==> src/rtl/mult_pkg.sv <==
// Shared types and constants for the sequential shift-add multiplier.
// The optional zero-operand bypass is selected in mult_seq by MULT_ZERO_BYPASS_EN.
package mult_pkg;

   localparam int MULT_N = 8;
   localparam int MULT_CNT_W = $clog2(MULT_N);

   typedef enum logic [1:0] {
      ST_IDLE = 2'd0,
      ST_RUN  = 2'd1,
      ST_DONE = 2'd2
   } state_e;

   // Iteration counter width; n >= 2 keeps this at least one bit.
   function automatic int cnt_width(input int n);
      return $clog2(n);
   endfunction

endpackage

==> src/rtl/mult_seq_add.sv <==
// Parameterised n-bit ripple-carry adder with explicit carry-in and carry-out
// of the top stage; the multiplier reuses one instance for every iteration.
module add #(
   parameter int N = 8
) (
   input  logic [N-1:0] a_i,
   input  logic [N-1:0] b_i,
   input  logic         ci_i,
   output logic [N-1:0] sum_o,
   output logic         co_o
);

   logic [N:0] carry;

   assign carry[0] = ci_i;

   for (genvar i = 0; i < N; i++) begin : g_fa
      assign sum_o[i]    = a_i[i] ^ b_i[i] ^ carry[i];
      assign carry[i+1]  = (a_i[i] & b_i[i]) | (carry[i] & (a_i[i] ^ b_i[i]));
   end

   assign co_o = carry[N];

endmodule

==> src/rtl/mult_seq.sv <==
// Sequential unsigned NxN shift-add multiplier: one add/shift per clock, 2N-bit
// product with a one-cycle done pulse. Define MULT_ZERO_BYPASS_EN to skip RUN on zero operands.
//
// state   | meaning
// --------+-----------------------------------------------------------
// ST_IDLE | waiting for start_i; outputs hold last product
// ST_RUN  | one add/shift iteration per cycle, busy_o high
// ST_DONE | product valid, done_o high for this single cycle; accepts start_i
module mult_seq
   import mult_pkg::*;
#(
   parameter int N = MULT_N
) (
   input  logic           clk_i,
   input  logic           rst_n,
   input  logic           start_i,
   input  logic [N-1:0]   a_i,
   input  logic [N-1:0]   b_i,
   output logic [2*N-1:0] p_o,
   output logic           busy_o,
   output logic           done_o
);

   localparam int CW = cnt_width(N);
   localparam logic [CW-1:0] LAST_ITER = CW'(N - 1);

   state_e           state_q;
   logic [N-1:0]     mcand_q;
   logic [N-1:0]     hi_q;
   logic [N-1:0]     lo_q;
   logic             c_q;
   logic [CW-1:0]    cnt_q;
   logic [2*N-1:0]   p_q;
   logic             busy_q;
   logic             done_q;

   logic [N-1:0]     sum;
   logic             co;
   logic [N-1:0]     hi_d;
   logic             c_d;
   logic             zero_op;

   add #(.N(N)) u_add (
      .a_i   (hi_q),
      .b_i   (mcand_q),
      .ci_i  (1'b0),
      .sum_o (sum),
      .co_o  (co)
   );

   // C is cleared by every shift, so the hold path carries zero into the top bit.
   assign {c_d, hi_d} = lo_q[0] ? {co, sum} : {c_q, hi_q};

`ifdef MULT_ZERO_BYPASS_EN
   assign zero_op = (a_i == '0) || (b_i == '0);
`else
   assign zero_op = 1'b0;
`endif

   always_ff @(posedge clk_i or negedge rst_n) begin
      if (!rst_n) begin
         state_q <= ST_IDLE;
         mcand_q <= '0;
         hi_q    <= '0;
         lo_q    <= '0;
         c_q     <= 1'b0;
         cnt_q   <= '0;
         p_q     <= '0;
         busy_q  <= 1'b0;
         done_q  <= 1'b0;
      end else begin
         case (state_q)
            ST_IDLE, ST_DONE: begin
               done_q <= 1'b0;
               if (start_i) begin
                  mcand_q <= a_i;
                  hi_q    <= '0;
                  lo_q    <= b_i;
                  c_q     <= 1'b0;
                  cnt_q   <= '0;
                  if (zero_op) begin
                     state_q <= ST_DONE;
                     p_q     <= '0;
                     done_q  <= 1'b1;
                     busy_q  <= 1'b0;
                  end else begin
                     state_q <= ST_RUN;
                     busy_q  <= 1'b1;
                  end
               end else begin
                  state_q <= ST_IDLE;
               end
            end
            ST_RUN: begin
               c_q   <= 1'b0;
               hi_q  <= {c_d, hi_d[N-1:1]};
               lo_q  <= {hi_d[0], lo_q[N-1:1]};
               cnt_q <= cnt_q + 1'b1;
               if (cnt_q == LAST_ITER) begin
                  state_q <= ST_DONE;
                  busy_q  <= 1'b0;
                  done_q  <= 1'b1;
                  p_q     <= {c_d, hi_d, lo_q[N-1:1]};
               end
            end
            default: begin
               state_q <= ST_IDLE;
               busy_q  <= 1'b0;
               done_q  <= 1'b0;
            end
         endcase
      end
   end

   assign p_o    = p_q;
   assign busy_o = busy_q;
   assign done_o = done_q;

endmodule

==> config.mk <==
export PLATFORM = sky130hd
export DESIGN_NAME = mult_seq
export DESIGN_NICKNAME = d
export VERILOG_FILES = /design/src/rtl/mult_pkg.sv /design/src/rtl/mult_seq_add.sv /design/src/rtl/mult_seq.sv
export SDC_FILE = /design/constraint.sdc
export NUM_CORES = 1
export LEC_CHECK = 0
export ABC_CLOCK_PERIOD_IN_PS = 3600
export CORE_UTILIZATION = 47
export CTS_BUF_LIST = sky130_fd_sc_hd__clkbuf_8 sky130_fd_sc_hd__clkbuf_16
export CTS_CLUSTER_SIZE = 25
export DETAILED_ROUTE_END_ITERATION = 6
export PLACE_DENSITY = 0.75
export SYNTH_ARGS = -nofsm -noshare
export SYNTH_HDL_FRONTEND = slang
export SYNTH_HIERARCHICAL = 1
export SYNTH_SLANG_ARGS = --single-unit
==> constraint.sdc <==
create_clock -name clk_i -period 3.6 [get_ports clk_i]
set_clock_uncertainty 0.15 [all_clocks]
set_input_delay 0.72 -clock clk_i [delete_from_list [all_inputs] [get_ports clk_i]]
set_output_delay 0.72 -clock clk_i [all_outputs]
set_load 0.1 [all_outputs]
Word-level counts from Yosys, hierarchy flattened
Cells that the tools add are included.
Widths: inputs -> output; s select.
{"block": "totals", "reg_bits": 48, "input_bits": 19, "output_inout_bits": 18, "word_cells": 76}
{"block": "classes", "n_addsub": 1, "n_eq_ne": 5, "mux": 17, "bitwise": 37, "reduce_logical": 7}
{"operator": "$pmux 8 s2", "count": 2}
{"operator": "$mux 8", "count": 2}
{"operator": "$and 1x1->1", "count": 15}
{"operator": "$xor 1x1->1", "count": 15}
{"operator": "$mux 9", "count": 1}
{"operator": "$reduce_and 2->1", "count": 4}
{"operator": "$or 1x1->1", "count": 7}
{"operator": "$mux 1", "count": 6}
{"operator": "$pmux 3 s2", "count": 1}
{"operator": "$ne 2x2->1 const B", "count": 2}
{"operator": "$pmux 1 s2", "count": 2}
{"operator": "$pmux 2 s2", "count": 1}
{"operator": "$add 3x1->3 const B", "count": 1}
{"operator": "$eq 3x3->1 const B", "count": 1}
{"operator": "$mux 3", "count": 1}
{"operator": "$eq 2x1->1 const B", "count": 1}
{"operator": "$eq 2x2->1 const B", "count": 1}
{"operator": "$logic_not 2->1", "count": 1}
{"operator": "$mux 2", "count": 1}
{"operator": "$reduce_bool 2->1", "count": 1}
{"operator": "$reduce_or 2->1", "count": 1}

Logic depth before layout (Yosys ltp)
{"block": "logic_depth", "ltp_word": 17, "mapped_depth": 14, "depth_no_buf": 14}

Hierarchy
Netlist, hierarchy kept.
{"mod": "mult_seq", "instances": 1, "cells_each": 148, "area_each_um2": 1915.6, "seq_area_each_um2": 1176.1}
{"mod": "add", "instances": 1, "cells_each": 18, "area_each_um2": 197.7, "seq_area_each_um2": 0.0}

Worst setup path after synthesis
No wires, ideal clock.
{"block": "synth_path", "path_kind": "register to register", "from": "reg hi_q[0]", "to": "reg p_q[14], in the netlist p_o[14]", "arrival_ns": 3.619, "setup_slack_ns": -0.252, "path_stages_with_launch": 15, "n_path_buf": 0, "cell_sequence": "dfrtp_1 fa_1 inv_1 fa_1 inv_1 fa_1 fa_1 fa_1 fa_1 fa_1 inv_1 fa_1 inv_1 mux2i_1 o21ai_0"}
{"block": "synth_via", "elab_chain_cells": 15}
{"element": "start: declaration", "line_no": "mult_seq.sv:29", "source": "logic [N-1:0] hi_q;"}
{"element": "start signal: assignment", "line_no": "mult_seq.sv:96", "source": "hi_q <= {c_d, hi_d[N-1:1]};"}
{"element": "$and 1x1->1 (2 in series)", "line_no": "mult_seq_add.sv:19", "source": "assign carry[i+1] = (a_i[i] & b_i[i]) | (carry[i] & (a_i[i] ^ b_i[i]));"}
{"element": "$or 1x1->1", "line_no": "mult_seq_add.sv:19"}
{"element": "$and 1x1->1", "line_no": "mult_seq_add.sv:19"}
{"element": "$or 1x1->1", "line_no": "mult_seq_add.sv:19"}
{"element": "$and 1x1->1", "line_no": "mult_seq_add.sv:19"}
{"element": "$or 1x1->1", "line_no": "mult_seq_add.sv:19"}
{"element": "$and 1x1->1", "line_no": "mult_seq_add.sv:19"}
{"element": "$or 1x1->1", "line_no": "mult_seq_add.sv:19"}
{"element": "$and 1x1->1", "line_no": "mult_seq_add.sv:19"}
{"element": "$or 1x1->1", "line_no": "mult_seq_add.sv:19"}
{"element": "$and 1x1->1", "line_no": "mult_seq_add.sv:19"}
{"element": "$or 1x1->1", "line_no": "mult_seq_add.sv:19"}
{"element": "$xor 1x1->1", "line_no": "mult_seq_add.sv:18", "source": "assign sum_o[i] = a_i[i] ^ b_i[i] ^ carry[i];"}
{"element": "named net sum[7]", "line_no": "mult_seq.sv:37", "source": "logic [N-1:0] sum;"}
{"element": "$mux 9", "line_no": "mult_seq.sv:52", "source": "assign {c_d, hi_d} = lo_q[0] ? {co, sum} : {c_q, hi_q};"}
{"element": "end signal: assignment", "line_no": "mult_seq.sv:103", "source": "p_q <= {c_d, hi_d, lo_q[N-1:1]};"}
{"element": "end: declaration", "line_no": "mult_seq.sv:33", "source": "logic [2*N-1:0] p_q;"}
The timed path passes the listed nets, and every way through them passes these cells.
A chain may end at the register's enable or synchronous reset.

Final worst setup path
{"block": "layout_path", "from": "reg mcand_q[0]", "to": "reg hi_q[6]"}
{"block": "layout_via", "elab_chain_cells": 16}
{"element": "start: declaration", "line_no": "mult_seq.sv:28", "source": "logic [N-1:0] mcand_q;"}
{"element": "start signal: assignment", "line_no": "mult_seq.sv:76", "source": "mcand_q <= a_i;"}
{"element": "$and 1x1->1 (2 in series)", "line_no": "mult_seq_add.sv:19"}
{"element": "$or 1x1->1", "line_no": "mult_seq_add.sv:19"}
{"element": "$and 1x1->1", "line_no": "mult_seq_add.sv:19"}
{"element": "$or 1x1->1", "line_no": "mult_seq_add.sv:19"}
{"element": "$and 1x1->1", "line_no": "mult_seq_add.sv:19"}
{"element": "$or 1x1->1", "line_no": "mult_seq_add.sv:19"}
{"element": "$and 1x1->1", "line_no": "mult_seq_add.sv:19"}
{"element": "$or 1x1->1", "line_no": "mult_seq_add.sv:19"}
{"element": "$and 1x1->1", "line_no": "mult_seq_add.sv:19"}
{"element": "$or 1x1->1", "line_no": "mult_seq_add.sv:19"}
{"element": "$and 1x1->1", "line_no": "mult_seq_add.sv:19"}
{"element": "$or 1x1->1", "line_no": "mult_seq_add.sv:19"}
{"element": "$xor 1x1->1", "line_no": "mult_seq_add.sv:18"}
{"element": "named net sum[7]", "line_no": "mult_seq.sv:37"}
{"element": "$mux 9", "line_no": "mult_seq.sv:52"}
{"element": "$pmux 8 s2", "line_no": "mult_seq.sv:72", "source": "case (state_q)"}
The timed path passes the listed nets, and every way through them passes these cells.

==> impl_metrics.ini <==
[synthesis]
avgSynthCellArea_sq_um = 12.7
ys_types = 22
synth_seq_area_share = 0.557
yosysTopAreaCell = dfrtp_1
syn_inst = 166
synth-seq-cells = 47
synth_nets = 195
synth_flop_cell = dfrtp_1
async_reset_ff_frac = 1.00
synth.cell_area_sq_um = 2110
synth.area.top_cells = dfrtp_1 (56%), mux2_2 (8.5%), fa_1 (7.6%), mux2i_1 (7.1%), o21ai_0 (4.0%)
synth_top_area_frac = 0.557
synth_edf_count = 0
synth_warnings = 6

[floorplan]
ios = 37
fp.dieW_um = 69.1
fp.dieH_um = 69.1
start_util = 0.489
core_sq_um = 4320
num_rows = 24
fp.dieArea_sq_um = 4770

[global_routing]
grt_pass1_vias = 1441
grt-ovfl-total = 0
grt_util_all_layers = 0.189
grt_pass1_wl_um = 7000
grt_max_degree = 48
antenna_found_initial = 0

[critical_path]
slowest_stage = dfrtp_1
crit_path_frequent_cell = fa_2
cp_num_buf_inv = 4
r2r_slack_ns = -0.18
path_class = reg2reg
cp_top_family = adder cells
r2r-end = hi_q[6]
end_kind = flip-flop
cp_slowest_stage_delay_ns = 0.41
reg2regPathDepth = 14
cp.required_ns = 3.67
arrival_ns = 3.85
cp.depth = 14
cp_max_fo = 2
start_kind = flip-flop
crit_chain = fa_2, inv_2, fa_1, inv_1, fa_2, fa_2, fa_2, fa_2, fa_2, inv_2, fa_1, inv_1, mux2i_2, o2bb2ai_1
r2r-start = mcand_q[0]

[detailed_routing]
detail_route.iter0.violations = 58
vias = 1314
viasPerCell = 5.11
wl_per_cell_um = 15.2
route.detailed.drc = 0
dr.pass1.iters = 4
wl_um = 3900
drt.antenna.violating_nets = 0

[clocking]
post-cts-setup-buffers = 0
cts_root_buf = clkbuf_8
cts_buffers = 5
clockBufferDepth = 2
cts.clk_slew.worst_paths_ns = 0.09
clk_latency_ns = 0.30
h-tree-depth = 2
cts_tree = yes
cts.sinks = 47

[sta]
fmax_mhz = 265
fin_hold_ws_ns = 0.339
finalMaxSlewViolations = 0
tightest_slew_ns = 1.03
period_minus_slack_ns = 3.78
final.setup.worst_slack_ns = -0.179
finalCritPeriodShare = 1.05
rsz0062_at_grt = yes
slew_headroom = 0.314
finalSetupViolCount = 2
hold_violations = 0

[cells_and_area]
final_common_cell = dfrtp_1
mostFrequentLayoutCells = dfrtp_1 (47), clkdlybuf4s50_1 (29), nand2_1 (18)
diodes = 0
fin_nets = 233
drive_gt1_frac = 0.215
area_delta_synth_final_pct = 22.3

[placed_design]
dp_hpwl_um = 2750
io_buffers = 36
gp_congestion = 0.769

[outcome]
failed_checks = setup timing
status = finished, violations left

[hold_path]
hp-class = reg2reg
min_to = p_o[7]
worstHoldStart = p_o[7]
holdPathStages = 2

[job]
drv_cap = 0
[sequential cells by signal, indices dropped and copies added (netlist names)]
register / flops
p_o: 16
hi_q: 8
lo_q: 8
mcand_q: 8
cnt_q: 3
state_q: 2
busy_o: 1
done_o: 1
[worst max path at each step]
stage	from	to	slack, ns
6_report	mcand_q[0]	hi_q[6]	-0.18
5_1_grt	mcand_q[0]	hi_q[6]	-0.31
4_1_cts	mcand_q[0]	hi_q[6]	-0.21
3_5_place_dp	mcand_q[0]	hi_q[6]	-0.28
3_3_place_gp	mcand_q[0]	p_o[14]	-0.13
2_1_floorplan	mcand_q[0]	hi_q[6]	-0.07
[layout make-up]
cell class / instances / area (sq um)
fill: 360 / 1740
clock buffer: 5 / 68.8
multi-input combinational: 99 / 851
sequential: 47 / 1180
timing repair buffer: 40 / 370
clock inverter: 3 / 12.5
tap: 52 / 65.1
inverter: 11 / 41.3
[cell usage after synthesis (all sizes together), types with 2 or more instances]
cell type	number
a22o	2
o2bb2ai	8
buf	7
dfrtp	47
mux2	16
nor2	6
clkbuf	2
nor2b	2
mux2i	15
ha	2
fa	8
inv	11
o21ai	17
nand2	18
[tightest hold or removal path: stages, from the launching register on]
cell,delay (ns)
dfrtp_1,0.35
nand2_1,0.05
o21ai_0,0.06
[per-layer routing]
metal	share of wire	global-route usage	vias up
met4	0.018	0.0794	0
li1	-	-	634
met5	0	0	-
met2	0.49	0.300	23
met1	0.46	0.243	650
met3	0.027	0.0526	7
[cells by family (layout without fill, tap and decap cells)]
kind of cell             after synthesis  after routing  synth area share
adder cells (fa/ha/maj)               10             10            0.0876
buffers and inverters                 20             59            0.0497
AO/OA/AOI/OAI                         29             29            0.0900
flip-flops                            47             47             0.557
AND/OR/NAND/NOR                       28             28            0.0580
multiplexers                          31             31             0.156
other                                  1              1           0.00177
[per-stage QoR]
| stage | util | instance area (sq um) | instances | TNS [ns] | setup slack [ns] |
|---|---|---|---|---|---|
| 2_1_floorplan | - | 2130 | 166 | -0.137 | -0.0724 |
| 3_3_place_gp | 0.578 | 2500 | 249 | -0.266 | -0.134 |
| 3_5_place_dp | 0.578 | 2500 | 249 | -0.514 | -0.280 |
| 4_1_cts | 0.598 | 2580 | 257 | -0.372 | -0.207 |
| 5_1_grt | 0.598 | 2580 | 257 | -0.637 | -0.314 |
| 6_report | 0.598 | 2580 | 257 | -0.330 | -0.179 |
[repair_timing]
| action | 4_1_cts | 5_1_grt |
|---|---|---|
| gates resized for setup | 1 | 1 |
| pin swaps | 4 | 1 |
| cloned | 0 | 0 |
| endpoints found under the setup margin | 2 | 3 |
| endpoints found under the hold margin | 0 | 0 |
| hold buffers | 0 | 0 |
Power is not shown: default switching activity piles up to over one toggle a cycle in this logic, so the estimate is an artifact.
